[config.mk]
export PLATFORM = sky130hd
export DESIGN_NAME = pipeline_hazard_scoreboard_flat
export DESIGN_NICKNAME = d
export VERILOG_FILES = /design/src/rtl/pipeline_hazard_scoreboard_pkg.sv /design/src/rtl/pipeline_hazard_scoreboard_if.sv /design/src/rtl/pipeline_hazard_scoreboard_operand_forward_match.sv /design/src/rtl/pipeline_hazard_scoreboard.sv /design/src/flat_wrapper.sv
export SDC_FILE = /design/constraint.sdc
export NUM_CORES = 1
export LEC_CHECK = 0
export CORE_ASPECT_RATIO = 0.6
export CORE_UTILIZATION = 25
export CTS_CLUSTER_SIZE = 25
export DETAILED_ROUTE_END_ITERATION = 16
export HOLD_SLACK_MARGIN = 0.08
export PLACE_DENSITY = 0.52
export SETUP_SLACK_MARGIN = 0.4
export SKIP_LAST_GASP = 1
export SYNTH_ARGS = -nofsm -noshare
export SYNTH_HDL_FRONTEND = slang
export SYNTH_HIERARCHICAL = 1
export SYNTH_SLANG_ARGS = --single-unit
[constraint.sdc]
create_clock -name clock -period 2.4 [get_ports clock]
set_input_delay 0.48 -clock clock [delete_from_list [all_inputs] [get_ports clock]]
set_output_delay 0.48 -clock clock [all_outputs]
set_load 0.005 [all_outputs]
[src/rtl/pipeline_hazard_scoreboard_pkg.sv]
// Shared types and constants for the hazard/forwarding scoreboard: entry layout,
// forward-select encoding and flush FSM states.
package pipeline_hazard_scoreboard_pkg;

  // Entries carry a fixed-width rd so the struct stays parameter-free; REG_AW must not exceed this.
  localparam int REG_AW_MAX = 8;
  localparam int FWD_RF     = 0;
  localparam int STAGE_EX   = 1;

  typedef struct packed {
    logic                  valid;
    logic [REG_AW_MAX-1:0] rd;
    logic                  regwrite;
    logic                  memread;
  } sb_entry_t;

  typedef enum logic {
    FL_IDLE   = 1'b0,
    FL_SQUASH = 1'b1
  } flush_state_t;

  function automatic int fwd_width(input int depth);
    return $clog2(depth + 1);
  endfunction

endpackage

[src/rtl/pipeline_hazard_scoreboard_if.sv]
// Decode-side bundle between the pipeline control and the hazard scoreboard.
// id_valid qualifies the ID fields every cycle; an instruction leaves ID on any cycle with stall=0.
interface pipeline_hazard_scoreboard_if #(
  parameter int REG_AW = 4,
  parameter int FWD_W  = 2,
  parameter int CNT_W  = 16
);
  logic              id_valid;
  logic [REG_AW-1:0] id_rs1;
  logic              id_rs1_used;
  logic [REG_AW-1:0] id_rs2;
  logic              id_rs2_used;
  logic [REG_AW-1:0] id_rd;
  logic              id_regwrite;
  logic              id_memread;
  logic              ex_branch_taken;
  logic              stall;
  logic              flush;
  logic [FWD_W-1:0]  fwd_a;
  logic [FWD_W-1:0]  fwd_b;
  logic [CNT_W-1:0]  stall_count;
  logic [CNT_W-1:0]  flush_count;

  modport master (
    output id_valid, id_rs1, id_rs1_used, id_rs2, id_rs2_used, id_rd,
    output id_regwrite, id_memread, ex_branch_taken,
    input  stall, flush, fwd_a, fwd_b, stall_count, flush_count
  );

  modport slave (
    input  id_valid, id_rs1, id_rs1_used, id_rs2, id_rs2_used, id_rd,
    input  id_regwrite, id_memread, ex_branch_taken,
    output stall, flush, fwd_a, fwd_b, stall_count, flush_count
  );
endinterface

[src/rtl/pipeline_hazard_scoreboard_operand_forward_match.sv]
// Per-operand priority match over the in-flight entries: youngest producer wins,
// and a load still inside its latency window becomes a load-use hazard instead of a forward.
module operand_forward_match
  import pipeline_hazard_scoreboard_pkg::*;
#(
  parameter int DEPTH    = 3,
  parameter int LOAD_LAT = 1,
  parameter int R0_ZERO  = 1,
  parameter int REG_AW   = 4,
  parameter int FWD_W    = 2
) (
  input  sb_entry_t [DEPTH-1:0] entries,
  input  logic                  id_valid,
  input  logic                  used,
  input  logic [REG_AW-1:0]     rs,
  output logic [FWD_W-1:0]      fwd,
  output logic                  hazard
);

  logic             qualify;
  logic             hit;
  logic             win_load;
  logic [FWD_W-1:0] win_k;

  assign qualify = id_valid & used & ~((R0_ZERO != 0) && (rs == '0));

  // Scan oldest to youngest so the last hit (lowest stage) takes priority.
  always_comb begin
    hit      = 1'b0;
    win_load = 1'b0;
    win_k    = '0;
    for (int k = DEPTH; k >= 1; k--) begin
      if (entries[k-1].valid && entries[k-1].regwrite &&
          (entries[k-1].rd == REG_AW_MAX'(rs))) begin
        hit      = 1'b1;
        win_load = entries[k-1].memread;
        win_k    = FWD_W'(k);
      end
    end
  end

  always_comb begin
    hazard = qualify & hit & win_load & (int'(win_k) <= LOAD_LAT);
    fwd    = FWD_W'(FWD_RF);
    if (qualify && hit && !hazard) fwd = win_k;
  end

endmodule

[src/rtl/pipeline_hazard_scoreboard.sv]
// Hazard and forwarding controller: in-flight destination shift register, flush FSM,
// per-operand forward selects and saturating stall/flush event counters.
module pipeline_hazard_scoreboard
  import pipeline_hazard_scoreboard_pkg::*;
#(
  parameter int REG_AW    = 4,
  parameter int DEPTH     = 3,
  parameter int LOAD_LAT  = 1,
  parameter int FLUSH_CYC = 1,
  parameter int R0_ZERO   = 1,
  parameter int CNT_W     = 16
) (
  input  logic                          clock,
  input  logic                          rst,
  pipeline_hazard_scoreboard_if.slave   bus,
  output flush_state_t                  dbg_flush_state
);

  localparam int FWD_W = fwd_width(DEPTH);
  localparam int SQ_W  = $clog2(FLUSH_CYC + 1);

  sb_entry_t [DEPTH-1:0] entries;
  sb_entry_t             new_entry;
  flush_state_t          state, state_n;
  logic [SQ_W-1:0]       sq_cnt, sq_cnt_n;
  logic                  flush, stall, accept;
  logic                  haz_a, haz_b;
  logic [FWD_W-1:0]      fwd_a, fwd_b;
  logic [CNT_W-1:0]      stall_count, flush_count;

  operand_forward_match #(
    .DEPTH(DEPTH), .LOAD_LAT(LOAD_LAT), .R0_ZERO(R0_ZERO), .REG_AW(REG_AW), .FWD_W(FWD_W)
  ) u_match_a (
    .entries(entries), .id_valid(bus.id_valid), .used(bus.id_rs1_used),
    .rs(bus.id_rs1), .fwd(fwd_a), .hazard(haz_a)
  );

  operand_forward_match #(
    .DEPTH(DEPTH), .LOAD_LAT(LOAD_LAT), .R0_ZERO(R0_ZERO), .REG_AW(REG_AW), .FWD_W(FWD_W)
  ) u_match_b (
    .entries(entries), .id_valid(bus.id_valid), .used(bus.id_rs2_used),
    .rs(bus.id_rs2), .fwd(fwd_b), .hazard(haz_b)
  );

  // Flush takes precedence over a load-use stall; the branch squashes the dependent anyway.
  assign stall = (haz_a | haz_b) & ~flush;

  always_comb begin
    new_entry = '0;
    if (!(stall || flush)) begin
      new_entry.valid    = bus.id_valid;
      new_entry.rd       = REG_AW_MAX'(bus.id_rd);
      new_entry.regwrite = bus.id_regwrite & bus.id_valid;
      new_entry.memread  = bus.id_memread & bus.id_valid;
    end
  end

  always_ff @(posedge clock or posedge rst) begin
    if (rst) entries <= '0;
    else     entries <= {entries[DEPTH-2:0], new_entry};
  end

  always_comb begin
    state_n  = state;
    sq_cnt_n = sq_cnt;
    flush    = 1'b0;
    accept   = 1'b0;
    case (state)
      FL_IDLE: begin
        if (bus.ex_branch_taken) begin
          flush  = 1'b1;
          accept = 1'b1;
          if (FLUSH_CYC > 1) begin
            state_n  = FL_SQUASH;
            sq_cnt_n = SQ_W'(FLUSH_CYC - 1);
          end
        end
      end
      FL_SQUASH: begin
        flush = 1'b1;
        if (sq_cnt <= SQ_W'(1)) begin
          state_n  = FL_IDLE;
          sq_cnt_n = '0;
        end else begin
          sq_cnt_n = sq_cnt - 1'b1;
        end
      end
      default: state_n = FL_IDLE;
    endcase
  end

  always_ff @(posedge clock or posedge rst) begin
    if (rst) begin
      state  <= FL_IDLE;
      sq_cnt <= '0;
    end else begin
      state  <= state_n;
      sq_cnt <= sq_cnt_n;
    end
  end

  always_ff @(posedge clock or posedge rst) begin
    if (rst) begin
      stall_count <= '0;
      flush_count <= '0;
    end else begin
      if (stall && (stall_count != '1))  stall_count <= stall_count + 1'b1;
      if (accept && (flush_count != '1)) flush_count <= flush_count + 1'b1;
    end
  end

  assign bus.stall       = stall;
  assign bus.flush       = flush;
  assign bus.fwd_a       = fwd_a;
  assign bus.fwd_b       = fwd_b;
  assign bus.stall_count = stall_count;
  assign bus.flush_count = flush_count;
  assign dbg_flush_state = state;

endmodule

[src/flat_wrapper.sv]
// flat-port wrapper written by rule: the top's interface ports become plain ports
module pipeline_hazard_scoreboard_flat import pipeline_hazard_scoreboard_pkg::*;
#(
  parameter int REG_AW    = 4,
  parameter int DEPTH     = 3,
  parameter int LOAD_LAT  = 1,
  parameter int FLUSH_CYC = 1,
  parameter int R0_ZERO   = 1,
  parameter int CNT_W     = 16
)
  (clock, rst, dbg_flush_state, bus_id_valid, bus_id_rs1, bus_id_rs1_used, bus_id_rs2, bus_id_rs2_used, bus_id_rd, bus_id_regwrite, bus_id_memread, bus_ex_branch_taken, bus_stall, bus_flush, bus_fwd_a, bus_fwd_b, bus_stall_count, bus_flush_count);
  pipeline_hazard_scoreboard_if #(.REG_AW(REG_AW), .FWD_W(2), .CNT_W(CNT_W)) bus_i ();
  input  logic clock;
  input  logic rst;
  output flush_state_t dbg_flush_state;
  input wire logic [$bits(bus_i.id_valid)-1:0] bus_id_valid;
  input wire logic [$bits(bus_i.id_rs1)-1:0] bus_id_rs1;
  input wire logic [$bits(bus_i.id_rs1_used)-1:0] bus_id_rs1_used;
  input wire logic [$bits(bus_i.id_rs2)-1:0] bus_id_rs2;
  input wire logic [$bits(bus_i.id_rs2_used)-1:0] bus_id_rs2_used;
  input wire logic [$bits(bus_i.id_rd)-1:0] bus_id_rd;
  input wire logic [$bits(bus_i.id_regwrite)-1:0] bus_id_regwrite;
  input wire logic [$bits(bus_i.id_memread)-1:0] bus_id_memread;
  input wire logic [$bits(bus_i.ex_branch_taken)-1:0] bus_ex_branch_taken;
  output wire logic [$bits(bus_i.stall)-1:0] bus_stall;
  output wire logic [$bits(bus_i.flush)-1:0] bus_flush;
  output wire logic [$bits(bus_i.fwd_a)-1:0] bus_fwd_a;
  output wire logic [$bits(bus_i.fwd_b)-1:0] bus_fwd_b;
  output wire logic [$bits(bus_i.stall_count)-1:0] bus_stall_count;
  output wire logic [$bits(bus_i.flush_count)-1:0] bus_flush_count;
  assign bus_i.id_valid = bus_id_valid;
  assign bus_i.id_rs1 = bus_id_rs1;
  assign bus_i.id_rs1_used = bus_id_rs1_used;
  assign bus_i.id_rs2 = bus_id_rs2;
  assign bus_i.id_rs2_used = bus_id_rs2_used;
  assign bus_i.id_rd = bus_id_rd;
  assign bus_i.id_regwrite = bus_id_regwrite;
  assign bus_i.id_memread = bus_id_memread;
  assign bus_i.ex_branch_taken = bus_ex_branch_taken;
  assign bus_stall = bus_i.stall;
  assign bus_flush = bus_i.flush;
  assign bus_fwd_a = bus_i.fwd_a;
  assign bus_fwd_b = bus_i.fwd_b;
  assign bus_stall_count = bus_i.stall_count;
  assign bus_flush_count = bus_i.flush_count;
  pipeline_hazard_scoreboard #(.REG_AW(REG_AW), .DEPTH(DEPTH), .LOAD_LAT(LOAD_LAT), .FLUSH_CYC(FLUSH_CYC), .R0_ZERO(R0_ZERO), .CNT_W(CNT_W)) u_core (.clock(clock), .rst(rst), .bus(bus_i), .dbg_flush_state(dbg_flush_state));
endmodule
==> impl_metrics.yaml, run 1 <==
critical_path:
  worstPathRequired_ns: 1.92
  arrival_ns: 1.96
  crit_type: "flop to primary output"
  r2r_start: "u_core/entries[5]$_DFF_PP0_"
  ff2ff_setup_slack_ns: 0.13
  path_max_fanout: 2
  cp-start-kind: "flop"
  r2r_cells: 10
  end_kind: "primary output"
  rr_endpoint: "u_core/bus.stall_count[12]$_DFFE_PP0P_"
  worstSetupStartpoint: "u_core/entries[25]$_DFF_PP0_"
clock_tree:
  cts-htree-levels: 2
  clk_pin_slew_ns: 0.07
  clockRootBuffer: "clkbuf_16"
  clkSinkCount: 51
  ctsHoldBuffers: 0
  cts_made_buffers: 5
  cts_tree: "built"
  insertion_delay_ns: 0.29
  cts_max_path_buffers: 2
floorplanning:
  dieArea_um2: 11400
  core_um2: 10600
  initial_core_util: 0.259
  rows: 29
  die_w_um: 137
  io_pins: 59
  die_h_um: 83.1
routing:
  avgRoutedWirePerCell_um: 14.3
  drt_pass1_iterations: 4
  drc: 0
  detail-route-antenna-nets: 0
  drt_iter0_drc: 76
  wirelength_um: 7130
  viasPerCell: 4.46
  vias: 2223
power:
  sequentialPowerShare: 0.445
  vdd_drop_max_mv: 0.375
  p_clk_frac: 0.391
  pwr-share-comb: 0.164
  p_sw_frac: 0.248
  p_total_mw: 2.34
  powerDensity_nw_per_um2: 569
  p_leak_nw: 1.75
  internal_power_mw: 1.76
  switchingPower_uw: 580
sta:
  max_freq_mhz: 410
  worstMarginPinSlew_ns: 0.765
  worst_slack_ns: -0.0366
  fin_crit_sh: 1.02
  fin_skew_ns: 0.00372
  finalSetupViolCount: 2
  hold_violations: 0
  holdWs_ns: 0.400
  relSlewSlack: 0.486
  rsz0062_at_grt: "yes"
  tns_ns: -0.0533
  drv_slew: 0
  period_needed_ns: 2.44
min_path:
  holdPathStages: 0
  hold_start: "u_core/entries[12]$_DFF_PP0_"
  min_path_type: "flop to flop"
  holdPathEnd: "u_core/entries[23]$_DFF_PP0_"
layout:
  utilization: 0.387
  syn_to_final_growth_pct: 49.8
  seqCellArea_um2: 1280
  drive_gt1_frac: 0.281
  fill_cells: 1050
  diodes: 0
  finish.instance_area_um2: 4100
  final_cells: 498
  multi_input_comb_area_um2: 1670
  nets: 380
placement:
  pre_cts_slack_ns: -0.784
  numPortBuffers: 57
  hpwl_um: 5210
  placed_cell_area_um2: 3690
  gp_congestion: 0.761
  dp.cells: 478
status:
  violations: "negative setup slack"
  status: "finished, violations left"
grt:
  grt_use_total: 0.134
  antenna_found_initial: 0
  grt_first_pass_wirelength_um: 11600
  grt_max_degree: 27
  grt_overflow: 0
  grt_pass1_vias: 2244
job:
  cap_violations: 0
yosys:
  synth_area_per_cell_um2: 11.1
  ys_warn_count: 6
  netlist_instances: 246
  syn_area_um2: 2740
[worst max path at each step]
stage,endpoint
after CTS,bus_fwd_b[0]
after global routing,bus_fwd_b[0]
after floorplan,bus_fwd_a[0]
final,bus_fwd_b[0]
after global placement,bus_fwd_a[0]
after detailed placement,bus_fwd_a[0]
[power by group through the flow]
stage	Clock, mW	Combinational [mW]	Sequential [mW]
floorplan	0	0.176	1.04
global placement	0	0.380	1.05
detailed placement	0	0.384	1.05
CTS	0.950	0.388	1.04
global route	0.983	0.420	1.05
finish	0.912	0.384	1.04
[worst max-delay path: stages, from the launching register on]
cell     delay (ns)
dfrtp_1        0.40
xor2_1         0.15
nor4_2         0.28
nand4_1        0.18
or3b_1         0.42
a21oi_2        0.12
buf_2          0.12
[state kept, by name, summed over array words and instances, names as in the netlist]
signal	flops
u_core/bus.stall_count	16
u_core/entries	19
u_core/bus.flush_count	16
[cell usage in the layout, fill, tap and decap left out, types with 2 or more instances in the layout]
| cell type | n |
|---|---|
| nand3_2 | 6 |
| nand4_2 | 2 |
| o21ai_1 | 2 |
| nor4b_4 | 2 |
| or3_1 | 3 |
| ha_1 | 2 |
| nand3_1 | 14 |
| buf_2 | 11 |
| clkdlybuf4s50_1 | 42 |
| conb_1 | 25 |
| inv_1 | 3 |
| or4_1 | 2 |
| or3b_1 | 2 |
| and2_1 | 5 |
| and4_1 | 5 |
| inv_2 | 2 |
| buf_6 | 9 |
| buf_4 | 19 |
| dfrtp_1 | 50 |
| dlygate4sd2_1 | 2 |
| nor3_2 | 4 |
| mux2_2 | 3 |
| nand2_1 | 11 |
| a21oi_1 | 5 |
| a211oi_2 | 5 |
| nor4_4 | 5 |
| and3_1 | 5 |
| a21oi_2 | 3 |
| xnor2_1 | 19 |
| nor4_1 | 5 |
| nor2_4 | 3 |
| nor4_2 | 4 |
| bufinv_16 | 2 |
| mux2_4 | 2 |
| clkbuf_16 | 5 |
| nand4_1 | 14 |
| nor2_1 | 11 |
| xor2_1 | 25 |
[area by class of cell]
cell class	count	area share
clock inverter	3	0.0165
multi-input combinational	210	0.407
timing repair buffer	85	0.187
clock buffer	5	0.0305
sequential	51	0.311
tap	139	0.0424
inverter	5	0.00457
[what timing repair did]
action	CTS	global route
pin swaps	35	19
endpoints found under the hold margin	0	0
resized for setup	83	7
endpoints found under the setup margin	29	28
buffers inserted	8	4
[layer usage]
| metal | track usage | part of all wire |
|---|---|---|
| met4 | 0.0350 | 0.0087 |
| met2 | 0.187 | 0.43 |
| met1 | 0.201 | 0.52 |
| met3 | 0.0354 | 0.048 |
| met5 | 0 | 0 |
(Power assumes the default switching activity.)
==> run 2, diff against run 1 <==
--- a/config.mk
+++ b/config.mk
@@ -10,6 +10,7 @@
 export CTS_CLUSTER_SIZE = 25
 export DETAILED_ROUTE_END_ITERATION = 16
 export HOLD_SLACK_MARGIN = 0.08
+export MAX_ROUTING_LAYER = met4
 export PLACE_DENSITY = 0.52
 export SETUP_SLACK_MARGIN = 0.4
 export SKIP_LAST_GASP = 1
==> run 2 against run 1 <==
  * The flow still finishes with violations (negative setup slack)
  * Hold slack unchanged
  * Via count decreased by 0.22%
  * Sequential cell count stayed put
  * Cell count is the same
  * Die area stayed put
  * Count of clock-buffer cells in the layout unchanged
  * Critical endpoint unchanged
==> impl_metrics.yaml, run 2 (synthesis gave the netlist of run 1 again) <==
status:
  status: "finished, violations left"
  violations: "negative setup slack"
layout:
  regMostFlops: "u_core/entries"
  final_cells: 498
  layout_common_cells: "dfrtp_1 (50), clkdlybuf4s50_1 (42), xor2_1 (25), conb_1 (25)"
  fill_cells: 1050
  diodes: 0
  largest_reg_flops: 19
  drive_gt1_frac: 0.281
  mostFrequentLayoutCell: "dfrtp_1"
  syn_to_final_growth_pct: 49.8
  reg.largest.list: "u_core/entries (19), u_core/bus.flush_count (16), u_core/bus.stall_count (16)"
  nets: 380
placement:
  numPortBuffers: 57
  dp.cells: 478
  gp_congestion: 0.771
  hpwl_um: 5210
  pre_cts_slack_ns: -0.784
routing:
  vias: 2218
  avgRoutedWirePerCell_um: 14.3
  drt_iter0_drc: 78
  drc: 0
  drt_pass1_iterations: 4
  wirelength_um: 7130
  viasPerCell: 4.45
  detail-route-antenna-nets: 0
clock_tree:
  cts_max_path_buffers: 2
  clk_pin_slew_ns: 0.07
  clkSinkCount: 51
  clockRootBuffer: "clkbuf_16"
  cts_tree: "built"
  insertion_delay_ns: 0.29
  cts-htree-levels: 2
  cts_made_buffers: 5
grt:
  use_met1: 0.201
  grt_use_total: 0.138
  grt_pass1_vias: 2244
  grt.met3_usage: 0.0342
  grt_first_pass_wirelength_um: 11600
  top_usage_layer: "met1"
  grt_max_degree: 27
  use_met2: 0.188
  grt_overflow: 0
  antenna_found_initial: 0
floorplanning:
  core_um2: 10600
  rows: 29
  die_h_um: 83.1
  die_w_um: 137
  io_pins: 59
  dieArea_um2: 11400
  initial_core_util: 0.259
sta:
  finalSetupViolCount: 2
  period_needed_ns: 2.44
  fin_skew_ns: 0.00401
  max_freq_mhz: 410
  fin_crit_sh: 1.02
  drv_slew: 0
  worstMarginPinSlew_ns: 0.765
  hold_violations: 0
  relSlewSlack: 0.486
  rsz0062_at_grt: "yes"
  worst_slack_ns: -0.0365
power:
  vdd_drop_max_mv: 0.375
  p_leak_nw: 1.75
  powerDensity_nw_per_um2: 569
min_path:
  holdPathStages: 0
  min_path_type: "flop to flop"
critical_path:
  path_max_fanout: 2
  cp-start-kind: "flop"
  crit_type: "flop to primary output"
  end_kind: "primary output"
  r2r_cells: 10
  worstPathRequired_ns: 1.92
  arrival_ns: 1.96
job:
  cap_violations: 0
run 2: cell counts in the layout (fill, tap and decap cells not counted):
Identical to the previous run, type by type.
run 2: timing repair:
item	4_1_cts	5_1_grt
buffers inserted	8	4
gates resized for setup	83	7
endpoints found under the hold margin	0	0
pin swaps	35	19
endpoints found under the setup margin	29	28
hold buffers	0	0
run 2: area by class of cell:
class | instances | area [µm²] | share of cell area
tap | 139 | 174 | 0.0424
clock inverter | 3 | 67.6 | 0.0165
timing repair buffer | 85 | 768 | 0.187
clock buffer | 5 | 125 | 0.0305
sequential | 51 | 1280 | 0.311
inverter | 5 | 18.8 | 0.00457
multi-input combinational | 210 | 1670 | 0.407
run 2: per-stage QoR:
step                      total power, mW  cell area [µm²]  setup TNS [ns]  hold WS [ns]   util
after floorplan                      1.21             2840               0         0.373      -
after global placement               1.43             3690          -11.15         0.392  0.348
after global routing                 2.46             4100          -0.591         0.425  0.387
final                                2.34             4100         -0.0530         0.400  0.387
after detailed placement             1.44             3690          -11.91         0.388  0.348
after CTS                            2.38             4040          -0.110         0.404  0.381
run 2: path summary, 6_finish.rpt:
check / end / slack (ns) / startpoint
worst max register to register: u_core/bus.stall_count[12]$_DFFE_PP0P_ / 0.13 / u_core/entries[5]$_DFF_PP0_
min in group asynchronous: u_core/bus.flush_count[14]$_DFFE_PP0P_ / 0.47 / rst
worst min-delay path: u_core/entries[23]$_DFF_PP0_ / 0.40 / u_core/entries[12]$_DFF_PP0_
worst max-delay path: bus_fwd_b[0] / -0.04 / u_core/entries[25]$_DFF_PP0_
max in group asynchronous: u_core/entries[25]$_DFF_PP0_ / 1.43 / rst
worst min register to register: u_core/entries[23]$_DFF_PP0_ / 0.40 / u_core/entries[12]$_DFF_PP0_
run 2: report_power, final:
group | internal, mW | leakage [nW] | total (mW) | switching, mW
Combinational | 0.226 | 0.979 | 0.384 | 0.157
Sequential | 0.932 | 0.676 | 1.04 | 0.108
Clock | 0.597 | 0.0900 | 0.912 | 0.315
run 2: metal layers:
| layer | vias up | part of all wire |
|---|---|---|
| met5 | - | 0 |
| met2 | 45 | 0.42 |
| met3 | 8 | 0.047 |
| met1 | 1073 | 0.52 |
| met4 | 0 | 0.0087 |
| li1 | 1092 | - |
run 2: critical path, cell delays in order (launching register included):
cell and delay, ns:
dfrtp_1 0.40, xor2_1 0.15, nor4_2 0.28, nand4_1 0.18, or3b_1 0.42, a21oi_2 0.12
buf_2 0.12
==> run 3, diff against run 2 <==
--- a/config.mk
+++ b/config.mk
@@ -6,6 +6,7 @@
 export NUM_CORES = 1
 export LEC_CHECK = 0
 export CORE_ASPECT_RATIO = 0.6
+export CORE_MARGIN = 8
 export CORE_UTILIZATION = 25
 export CTS_CLUSTER_SIZE = 25
 export DETAILED_ROUTE_END_ITERATION = 16
==> run 3 against run 2 <==
  * The run still ends with negative setup slack left
  * Critical path depth did not move
  * Sequential cell count did not move
  * Clock skew rose by 0.0032 ns
  * Routed wire length rose by 3.0%
  * Cell area fell by 1.3%
  * Sequential share of layout area rose by 0.41 points
  * Count of clock-buffer cells in the layout did not move
  * Sequential power barely moved
  * Largest power group unchanged
==> impl_metrics.yaml, run 3 (synthesis gave the netlist of run 1 again) <==
power:
  p_total_mw: 2.24
  p_leak_nw: 1.72
  vdd_drop_max_mv: 0.385
  powerDensity_nw_per_um2: 552
sta:
  fin_crit_sh: 1.01
  rsz0062_at_grt: "yes"
  finalSetupViolCount: 1
  fin_skew_ns: 0.00723
  relSlewSlack: 0.502
  worstMarginPinSlew_ns: 0.741
  max_freq_mhz: 414
  period_needed_ns: 2.41
  hold_violations: 0
  worst_slack_ns: -0.0148
  drv_slew: 0
floorplanning:
  core_um2: 10600
  die_h_um: 97.1
  rows: 29
  initial_core_util: 0.258
  io_pins: 59
  die_w_um: 151
  dieArea_um2: 14700
clock_tree:
  ctsHoldBuffers: 0
  insertion_delay_ns: 0.29
  cts_tree: "built"
  cts_max_path_buffers: 2
  clk_pin_slew_ns: 0.06
  clockRootBuffer: "clkbuf_16"
  cts-htree-levels: 2
  cts_made_buffers: 5
  clkSinkCount: 51
placement:
  gp_congestion: 0.803
  hpwl_um: 5590
  numPortBuffers: 57
  dp.cells: 475
  pre_cts_slack_ns: -0.831
routing:
  drt_iter0_drc: 95
  detail-route-antenna-nets: 0
  wirelength_um: 7350
  avgRoutedWirePerCell_um: 15.0
  drc: 0
  viasPerCell: 4.56
  drt_pass1_iterations: 4
  vias: 2236
grt:
  grt_pass1_vias: 2218
  grt_first_pass_wirelength_um: 11900
  grt_use_total: 0.103
  grt_max_degree: 32
  antenna_found_initial: 0
  grt_overflow: 0
critical_path:
  critPathBufInv: 1
  crit_type: "flop to primary output"
  worstPathRequired_ns: 1.92
  crit_family: "simple AND/OR/NAND/NOR gates"
  max_stage_delay_ns: 0.41
  path_max_fanout: 2
  end_kind: "primary output"
  cp-start-kind: "flop"
  path_cells: "xor2_1, nor4_2, nand4_1, or3b_1, a21oi_2, buf_2"
  slowest_stage: "dfrtp_1"
  arrival_ns: 1.93
layout:
  layout_common_cells: "dfrtp_1 (50), clkdlybuf4s50_1 (42), xor2_1 (26)"
  mostFrequentLayoutCell: "dfrtp_1"
  largest_reg_flops: 19
  reg.largest.list: "u_core/entries (19), u_core/bus.flush_count (16), u_core/bus.stall_count (16)"
  nets: 372
  final_cells: 490
  fill_cells: 1067
  syn_to_final_growth_pct: 47.8
  regMostFlops: "u_core/entries"
  diodes: 0
  drive_gt1_frac: 0.265
status:
  status: "finished, violations left"
  violations: "negative setup slack"
min_path:
  min_path_type: "flop to flop"
job:
  cap_violations: 0
==> run 3: report_power, final <==
part	total, mW	leakage [nW]	internal [mW]	switching [mW]
logic	0.383	0.960	0.226	0.157
clock network	0.812	0.0838	0.492	0.320
registers	1.04	0.676	0.932	0.109
==> run 3: repair_timing <==
item	in CTS	in global routing
endpoints found under the setup margin	29	24
cloned	0	0
gates resized for setup	75	13
buffers inserted	5	2
pin swaps	26	17
==> run 3: area by class of cell <==
class	instances	area [µm²]	area share
inverters	5	18.8	0.00464
flip-flops and latches	51	1280	0.316
clock buffers	5	125	0.0309
repair buffers	77	713	0.176
well taps	139	174	0.0430
clock inverters	3	43.8	0.0108
multi-input cells	210	1700	0.419
==> run 3: worst paths after layout <==
path	slack, ns	startpoint	endpoint	cells past startpoint
min reg2reg	0.41	u_core/entries[12]$_DFF_PP0_	u_core/entries[23]$_DFF_PP0_	0
min	0.41	u_core/entries[12]$_DFF_PP0_	u_core/entries[23]$_DFF_PP0_	0
min in group asynchronous	0.53	rst	u_core/bus.flush_count[11]$_DFFE_PP0P_	2
max	-0.01	u_core/entries[25]$_DFF_PP0_	bus_fwd_b[0]	6
max reg2reg	0.22	u_core/entries[3]$_DFF_PP0_	u_core/bus.stall_count[12]$_DFFE_PP0P_	9
max in group asynchronous	1.33	rst	u_core/entries[32]$_DFF_PP0_	3
==> run 3: routing by layer <==
layer | vias up | routed length, µm | track usage
met1 | 1103 | 3760 | 0.143
li1 | 1090 | - | -
met4 | 0 | 51 | 0.0174
met5 | - | 0 | -
met2 | 36 | 3240 | 0.148
met3 | 7 | 298 | 0.0284
==> run 3: per-stage QoR <==
stage                     hold WS [ns]  area (µm²)  setup TNS (ns)  utilization
after floorplan                  0.373        2840               0            -
after global placement           0.399        3660          -11.79        0.345
after detailed placement         0.395        3660          -11.09        0.345
after CTS                        0.412        3980          -0.167        0.374
after global routing             0.424        4050          -0.313        0.381
final                            0.405        4050         -0.0148        0.381
